$ cat src/rtl/arbitro_escrita_banco_pkg.sv
// Shared constants for the register-bank write arbiter: requester indices and
// the special register addresses seen by the writeback path.
package arbitro_escrita_banco_pkg;

   localparam int N_REQ_WB = 3;

   localparam int REQ_ULA = 0;
   localparam int REQ_MEM = 1;
   localparam int REQ_JAL = 2;

   localparam logic [2:0] REG_ZERO = 3'd0;
   localparam logic [2:0] REG_LINK = 3'd7;

endpackage

$ cat src/rtl/arbitro_escrita_banco_seletor.sv
// Combinational round-robin selector: searches from the pointer upward,
// wrapping modulo N_REQ, and returns a one-hot grant plus the encoded winner.
module seletor_round_robin
   import arbitro_escrita_banco_pkg::*;
#(
   parameter int N_REQ       = N_REQ_WB,
   parameter int LARGURA_PTR = (N_REQ > 1) ? $clog2(N_REQ) : 1
) (
   input  logic [LARGURA_PTR-1:0] i_ponteiro,
   input  logic [N_REQ-1:0]       i_req,
   output logic [N_REQ-1:0]       o_grant,
   output logic [LARGURA_PTR-1:0] o_vencedor,
   output logic                   o_valido
);

   localparam logic [LARGURA_PTR:0] N_REQ_L = (LARGURA_PTR + 1)'(N_REQ);

   logic [LARGURA_PTR:0]   w_soma;
   logic [LARGURA_PTR-1:0] w_idx;

   // NOTE: every output and temporary gets a default before the loop, so no
   // path through this block leaves a value unassigned and no latch is inferred.
   always_comb begin
      o_grant    = '0;
      o_vencedor = '0;
      o_valido   = 1'b0;
      w_soma     = '0;
      w_idx      = '0;
      // Walk from the farthest offset back to the pointer; the nearest
      // requesting index is written last and therefore wins.
      for (int off = N_REQ - 1; off >= 0; off--) begin
         w_soma = {1'b0, i_ponteiro} + (LARGURA_PTR + 1)'(off);
         if (w_soma >= N_REQ_L) w_soma = w_soma - N_REQ_L;
         w_idx = w_soma[LARGURA_PTR-1:0];
         if (i_req[w_idx]) begin
            o_grant        = '0;
            o_grant[w_idx] = 1'b1;
            o_vencedor     = w_idx;
            o_valido       = 1'b1;
         end
      end
   end

endmodule

$ cat src/rtl/arbitro_escrita_banco.sv
// Round-robin arbiter for the single write port of the register bank, with a
// one-cycle registered write stage and a per-register pending-write mask.
module arbitro_escrita_banco
   import arbitro_escrita_banco_pkg::*;
#(
   parameter int LARGURA_DADO = 16,
   parameter int LARGURA_END  = 3,
   parameter int N_REQ        = N_REQ_WB
) (
   input  logic                            clock,
   input  logic                            reset,
   input  logic [N_REQ-1:0]                req,
   input  logic [N_REQ*LARGURA_END-1:0]    end_req,
   input  logic [N_REQ*LARGURA_DADO-1:0]   dado_req,
   input  logic                            bloqueio,
   output logic [N_REQ-1:0]                ack,
   output logic                            permisao_escrita,
   output logic [LARGURA_END-1:0]          endereco_regd,
   output logic [LARGURA_DADO-1:0]         dado_escrita,
   output logic [(2**LARGURA_END)-1:0]     pendente,
   output logic                            ocupado
);

   localparam int LARGURA_PTR = (N_REQ > 1) ? $clog2(N_REQ) : 1;

   logic [LARGURA_PTR-1:0]  r_ponteiro;
   logic                    r_permisao;
   logic [LARGURA_END-1:0]  r_endereco;
   logic [LARGURA_DADO-1:0] r_dado;

   logic [N_REQ-1:0]        w_grant;
   logic [LARGURA_PTR-1:0]  w_vencedor;
   logic                    w_valido;
   logic                    w_concede;
   logic                    w_escreve;
   logic [LARGURA_PTR-1:0]  w_ponteiro_prox;
   logic [LARGURA_END-1:0]  w_end_venc;
   logic [LARGURA_DADO-1:0] w_dado_venc;

   seletor_round_robin #(
      .N_REQ       (N_REQ),
      .LARGURA_PTR (LARGURA_PTR)
   ) u_seletor (
      .i_ponteiro (r_ponteiro),
      .i_req      (req),
      .o_grant    (w_grant),
      .o_vencedor (w_vencedor),
      .o_valido   (w_valido)
   );

   assign w_concede = reset & ~bloqueio & w_valido;
   assign ack       = w_concede ? w_grant : '0;

   always_comb begin
      w_end_venc  = '0;
      w_dado_venc = '0;
      for (int i = 0; i < N_REQ; i++) begin
         if (w_vencedor == LARGURA_PTR'(i)) begin
            w_end_venc  = end_req[i*LARGURA_END +: LARGURA_END];
            w_dado_venc = dado_req[i*LARGURA_DADO +: LARGURA_DADO];
         end
      end
   end

   // r0 is hard-wired to zero in the bank, so a grant to it releases the
   // requester without producing a write.
   assign w_escreve = w_concede && (w_end_venc != LARGURA_END'(REG_ZERO));

   assign w_ponteiro_prox = (w_vencedor == LARGURA_PTR'(N_REQ - 1)) ? '0
                                                                    : w_vencedor + 1'b1;

   // NOTE: state registers use non-blocking assignments so every flop samples
   // the pre-edge values regardless of statement order.
   always_ff @(posedge clock or negedge reset) begin
      if (!reset) begin
         r_ponteiro <= '0;
         r_permisao <= 1'b0;
         r_endereco <= '0;
         r_dado     <= '0;
      end else begin
         r_permisao <= w_escreve;
         if (w_escreve) begin
            r_endereco <= w_end_venc;
            r_dado     <= w_dado_venc;
         end
         if (w_concede) r_ponteiro <= w_ponteiro_prox;
      end
   end

   assign permisao_escrita = r_permisao;
   assign endereco_regd    = r_endereco;
   assign dado_escrita     = r_dado;
   assign ocupado          = (|req) | r_permisao;

   always_comb begin
      pendente = '0;
      for (int i = 0; i < N_REQ; i++) begin
         if (req[i]) pendente[end_req[i*LARGURA_END +: LARGURA_END]] = 1'b1;
      end
      if (r_permisao) pendente[r_endereco] = 1'b1;
      pendente[0] = 1'b0;
   end

endmodule

$ cat config.mk
export PLATFORM = sky130hd
export DESIGN_NAME = arbitro_escrita_banco
export DESIGN_NICKNAME = d
export VERILOG_FILES = /design/src/rtl/arbitro_escrita_banco_pkg.sv /design/src/rtl/arbitro_escrita_banco_seletor.sv /design/src/rtl/arbitro_escrita_banco.sv
export SDC_FILE = /design/constraint.sdc
export NUM_CORES = 1
export LEC_CHECK = 0
export ABC_AREA = 1
export BUFFER_PORTS_ARGS = -buffer_cell sky130_fd_sc_hd__buf_2
export CAP_MARGIN = 25
export CORE_MARGIN = 4
export CORE_UTILIZATION = 49
export DETAILED_ROUTE_END_ITERATION = 7
export HOLD_SLACK_MARGIN = 0.08
export MAX_ROUTING_LAYER = met4
export PLACE_DENSITY = 0.87
export SLEW_MARGIN = 20
export SYNTH_ARGS = -nofsm -noshare
export SYNTH_HDL_FRONTEND = slang
export SYNTH_SLANG_ARGS = --single-unit
$ cat constraint.sdc
create_clock -name clock -period 4.56 [get_ports clock]
set_input_delay 0.228 -clock clock [delete_from_list [all_inputs] [get_ports clock]]
set_output_delay 0.228 -clock clock [all_outputs]
set_load 0.01 [all_outputs]
## Word level (Yosys, flattened, before mapping)

Cells that the tools add are included.

| word-level totals | value |
|---|---|
| word-level logic and storage cells | 91 |
| bits in registers | 22 |
| input port bits | 63 |
| output and inout bits | 32 |

| operators by class | value |
|---|---|
| add/subtract/negate cells | 6 |
| bitwise operators | 7 |
| reduce and logical (&&, ||, !) cells | 11 |
| $lt $le $gt $ge | 17 |
| equality and inequality tests | 2 |
| muxes and demuxes | 44 |

Operators by type and width:

| kind | number |
|---|---|
| $mux 16 | 3 |
| $mux 8 | 4 |
| $or 8x8->8 | 3 |
| $mux 3 | 7 |
| $lt 3x4->1 const B | 4 |
| $mux 2 | 7 |
| $mux 1 | 13 |
| $demux 1 s3 | 4 |
| $ge 3x1->1 const B | 4 |
| $lt 2x3->1 const B | 3 |
| $logic_and 1x1->1 | 8 |
| $bmux 1 s2 | 3 |
| $demux 1 s2 | 3 |
| $ge 2x1->1 const B | 3 |
| $ge 3x2->1 const B | 2 |
| $sub 2x2->2 const B | 3 |
| $add 2x1->3 const B | 1 |
| $add 2x2->3 const B | 1 |
| $reduce_bool 3->1 | 1 |
| $reduce_or 3->1 | 1 |
| $add 2x1->2 const B | 1 |
| $and 1x1->1 | 2 |
| $eq 2x1->1 const B | 1 |
| $eq 2x2->1 const B | 1 |
| 4 further kinds | 4 |

## Longest topological paths before layout

| logic depth | value |
|---|---|
| word-level depth | 14 |
| gate-level depth with buffers | 20 |
| gate-level depth less buffers | 18 |

## Cells and area by module

Synthesis repeated with hierarchy kept, for this count alone.

| second synthesis, totals | value |
|---|---|
| cell total of the unflattened synthesis | 314 |
| area, all modules | 1869.3 sq um |

By module, submodules not included:

| module | times used | area each (sq um) | cells each | seq. area each (sq um) |
|---|---|---|---|---|
| arbitro_escrita_banco | 1 | 1594.0 | 257 | 550.5 |
| seletor_round_robin | 1 | 275.3 | 57 | 0.0 |

## Worst setup path before layout

OpenSTA, ideal clock, no wires.

| timing path | value |
|---|---|
| path kind | reg2reg |
| from | reg r_ponteiro[0] |
| to | reg r_endereco[0] (netlist: endereco_regd[0]) |
| period minus slack after synthesis | 2.135 ns |
| arrival time | 2.014 ns |
| library setup time | 0.120 ns |
| slack | 2.425 ns |
| buffers on the path | 2 |
| cell stages (with the launch flop) | 21 |
| data required time | 4.440 ns |
| path through | dfrtp_1 inv_1 ha_1 inv_2 nand2_1 nand3_1 nand2_1 inv_2 nand2_1 nand2_2 nand2_4 nand2_4 buf_6 nand2_2 nand2_2 nor2_4 nand2_4 nand2_2 buf_6 nand2_1 nand2_1 |

| on the way | value |
|---|---|
| word-level cells in the longest chain between the ends | 14 |
| elaborated cells on any way between the ends | 32 |
| those cells by class | add/sub (5); order compare (3); eq/ne (2); mux (18); bitwise (1); reduce/logical (3) |

Ends and longest elaborated chain:

| what | RTL line | text |
|---|---|---|
| from (decl) | arbitro_escrita_banco.sv:26 | `logic [LARGURA_PTR-1:0] r_ponteiro;` |
| from (signal assigned) | arbitro_escrita_banco.sv:86 | `if (w_concede) r_ponteiro <= w_ponteiro_prox;` |
| $add 2x2->3 | arbitro_escrita_banco_seletor.sv:32 | `w_soma = {1'b0, i_ponteiro} + (LARGURA_PTR + 1)'(off);` |
| $ge 3x2->1 / $sub 2x2->2 (equally long branches) | arbitro_escrita_banco_seletor.sv:33 | `if (w_soma >= N_REQ_L) w_soma = w_soma - N_REQ_L;` |
| $mux 2 | arbitro_escrita_banco_seletor.sv:33 |  |
| $bmux 1 s2 | arbitro_escrita_banco_seletor.sv:35 | `if (i_req[w_idx]) begin` |
| $mux 1 (implied by the code) | arbitro_escrita_banco_seletor.sv:35 |  |
| $mux 2 (3 in series) | arbitro_escrita_banco_seletor.sv:35 |  |
| $logic_not 2->1 | arbitro_escrita_banco.sv:58 | `if (w_vencedor == LARGURA_PTR'(i)) begin` |
| $mux 3 (3 in series) | arbitro_escrita_banco.sv:58 |  |
| $reduce_bool 3->1 | arbitro_escrita_banco.sv:67 | `assign w_escreve = w_concede && (w_end_venc != LARGURA_END'(REG_ZERO));` |
| $logic_and 1x1->1 | arbitro_escrita_banco.sv:67 |  |
| to (signal assigned) | arbitro_escrita_banco.sv:83 | `r_endereco <= w_end_venc;` |
| to (decl) | arbitro_escrita_banco.sv:28 | `logic [LARGURA_END-1:0] r_endereco;` |

Several ways; a longest one is shown, not always the timed one. The select of a mux whose other input is x is not followed.
A chain may end at the register's enable or synchronous reset.

## Worst setup path after layout

| timing path | value |
|---|---|
| from | reg r_ponteiro[0] |
| to | reg r_dado[11] (netlist: dado_escrita[11]) |

| on the way | value |
|---|---|
| word-level cells in the longest chain between the ends | 14 |
| elaborated cells on any way between the ends | 35 |
| those cells by class | add/sub (5); order compare (3); eq/ne (2); mux (21); bitwise (1); reduce/logical (3) |

Ends and longest elaborated chain:

| what | RTL line | text |
|---|---|---|
| $add 2x2->3 | arbitro_escrita_banco_seletor.sv:32 |  |
| $ge 3x2->1 / $sub 2x2->2 (equally long branches) | arbitro_escrita_banco_seletor.sv:33 |  |
| $mux 2 | arbitro_escrita_banco_seletor.sv:33 |  |
| $bmux 1 s2 | arbitro_escrita_banco_seletor.sv:35 |  |
| $mux 1 (implied by the code) | arbitro_escrita_banco_seletor.sv:35 |  |
| $mux 2 (3 in series) | arbitro_escrita_banco_seletor.sv:35 |  |
| $logic_not 2->1 | arbitro_escrita_banco.sv:58 |  |
| $mux 3 (3 in series) | arbitro_escrita_banco.sv:58 |  |
| $reduce_bool 3->1 | arbitro_escrita_banco.sv:67 |  |
| $logic_and 1x1->1 | arbitro_escrita_banco.sv:67 |  |
| to (signal assigned) | arbitro_escrita_banco.sv:84 | `r_dado <= w_dado_venc;` |
| to (decl) | arbitro_escrita_banco.sv:29 | `logic [LARGURA_DADO-1:0] r_dado;` |

Several ways; a longest one is shown, not always the timed one. The select of a mux whose other input is x is not followed.

==> impl_metrics.ini <==
[worst_setup_path]
cp_slowest_stage_delay_ps = 360
critPathBufInv = 3
crit_end = dado_escrita[11]$_DFFE_PN0P_
crit_arrival_ps = 2970
r2r_slack_ps = 1780
cp.required_ps = 4750
critical_path.top_delay_family = simple AND/OR/NAND/NOR gates
critical_path.cell_chain = inv_1, ha_1, inv_2, nand2_1, nand3_1, nand2_1, inv_2, nand2_1, nand2_2, nand2_4, nand2_4, nand2_1, nand3_1, nor2_1, nand2_4, nand2_2, nand2_1, nand2_1
r2r_cells = 18
cp_common_cell = nand2_1
crit_path_end_kind = flop
cp.depth = 18
crit_fanout = 21
worstSetupStartpointType = flop
r2r-start = r_ponteiro[0]$_DFFE_PN0P_
startpoint = r_ponteiro[0]$_DFFE_PN0P_
critPathSlowestCell = ha_1
crit_type = flop to flop
r2r_end = dado_escrita[11]$_DFFE_PN0P_

[floorplanning]
dieArea_um2 = 4696
core_area_um2 = 3442
die_w_um = 68.53
start_util = 0.5216
die_y_um = 68.53
pin_count = 95
num_rows = 21

[placement]
place_congestion = 0.9073
dp_hpwl_um = 4103
numPortBuffers = 93

[final_layout]
antenna_cells = 0
drive_above_1_share = 0.3127
final_util = 0.6761
synthToLayoutAreaGrowth_pct = 29.62
nNetsFinal = 438

[yosys]
syn_avg_cell_area_um2 = 6.344
yosys.area.top_type = dfrtp_1
yosys_warnings = 0
synth.top_cells.by_area = dfrtp_1 31%, nand2_1 25%, nand3_1 13%, inv_1 4.2%, nor2_1 2.5%
netlist_instances = 283
ys_types = 30
synthArstFlopShare = 1.000
synth_seq_cells = 22
synth_top_area_frac = 0.3066
synth_edf_count = 0
synth_common_cells = 119 x nand2_1, 46 x nand3_1, 22 x dfrtp_1
synth_most_common_cell = nand2_1
yosysSeqAreaShare = 0.3066
synth_area_um2 = 1795
syn_nets = 349
synth_ff_type = dfrtp_1

[timing]
setup_viol = 0
fin_skew_ps = 1.501
post-route-period-util = 0.6086
final_max_slew_viol_count = 0
finalSetupTns_ps = 0
rsz0062_at_grt = false
maxSlewHeadroom = 0.5422
holdWs_ps = 302.5
worst_pin_slew_ps = 685.9
finalHoldViolCount = 0
timing.fmax_mhz = 360.3
period_minus_slack_ps = 2775

[clock_network]
cts.clk_slew.worst_paths_ps = 80
cts-root-buf = clkbuf_8
cts-resized-gates = 0
cts_tree = done
numCtsBuffers = 3
worstSkewPairLatency_ps = 260
htreeDepth = 1
cts_sinks = 22
clock_path_buffers = 2
cts_setup_buffers = 0

[global_route]
antenna_found_initial = 0
grt_pass1_wl_um = 8066
grt_max_degree = 25
overflow = 0
grt_usage = 0.2276
grt_pass1_vias = 1861

[routing]
drt_iter0_drc = 134
wl_per_cell_um = 12.43
dr.pass1.iters = 4
dr_total_vias = 2155
vias_per_cell = 5.168
ant_nets = 0
drc = 0
drt_wl_total_um = 5182

[run_status]
outcome = completed

[worst_hold_path]
hold_path_class = input pin to flop
hold_start = dado_req[13]

[job]
drv_cap = 0

[power_and_ir_drop]
p_per_area_nw_per_um2 = 686.9
power_mw = 1.599
leakage_nw = 1.363
irDropWorstVdd_mv = 0.3837
==> worst min path at each step <==
stage / slack (ps) / depth (start not counted) / endpoint
floorplan: -70 / 0 / dado_escrita[0]$_DFFE_PN0P_
global placement: 220 / 1 / dado_escrita[5]$_DFFE_PN0P_
detailed placement: 220 / 1 / dado_escrita[8]$_DFFE_PN0P_
CTS: 300 / 5 / dado_escrita[13]$_DFFE_PN0P_
global route: 330 / 5 / dado_escrita[0]$_DFFE_PN0P_
finish: 300 / 5 / dado_escrita[13]$_DFFE_PN0P_
==> report_power, final <==
part | switching (mW) | internal (mW)
Clock | 0.0625 | 0.117
Combinational | 0.715 | 0.356
Sequential | 0.0620 | 0.287
Total | 0.839 | 0.759
==> logic make-up after synthesis <==
kind of cell | count (synthesis) | share of synthesized area
adder cells (fa/ha/maj) | 3 | 0.02091
flip-flops | 22 | 0.3066
AND/OR/NAND/NOR | 195 | 0.4760
buffers and inverters | 37 | 0.09686
other | 1 | 0.002089
AO/OA/AOI/OAI | 25 | 0.09757
==> area by class of cell <==
class,instances,area [µm²]
multi-input combinational,224,1071
clock inverter,1,30.03
clock buffer,3,41.29
tap,46,57.56
fill,322,1115
sequential,22,550.5
timing repair buffer,94,475.5
inverter,27,101.3
==> layout by cell type, fill, tap and decap left out, types with 2 or more instances in the layout <==
master      n
o221ai_1    3
clkbuf_8    3
o21ai_1     2
ha_1        3
nand2_4     3
o211ai_1    2
a41oi_1     2
nor2_1     12
a21oi_1     3
buf_2      93
o21ai_0     5
nand2_1   119
nor2_4      2
inv_2       7
dfrtp_1    22
nand3_1    46
a32oi_1     2
inv_1      20
nand2_2     5
nand4_1     4
nor3_1      4
==> sequential cells by signal, indices dropped and copies added (netlist names) <==
name and cells:
permisao_escrita 1, dado_escrita 16, r_ponteiro 2, endereco_regd 3
==> metrics by stage <==
step	cell area (µm²)	setup slack, ps	cells
detailed placement	2246	1883	412
floorplan	1795	2425	283
finish	2327	1785	417
global route	2327	1506	417
CTS	2327	1795	417
global placement	2246	1959	412
==> routing by layer <==
layer | part of all wire | global-route usage
met1 | 0.43 | 0.2967
met3 | 0.076 | 0.02593
met4 | 0.014 | 0.05955
met2 | 0.48 | 0.3754
met5 | 0 | -
==> worst reg2reg max path, cell delays in order (launching register included) <==
cell	delay, ps
dfrtp_1	350
inv_1	70
ha_1	360
inv_2	80
nand2_1	80
nand3_1	60
nand2_1	120
inv_2	60
nand2_1	100
nand2_2	80
nand2_4	80
nand2_4	160
nand2_1	110
nand3_1	90
nor2_1	210
nand2_4	170
nand2_2	330
nand2_1	110
nand2_1	90
==> repair_timing <==
item,4_1_cts,5_1_grt
setup endpoints to repair,0,0
endpoints found under the hold margin,22,0
hold buffers,1,0
Note: power is estimated with default switching activity, not from simulation.
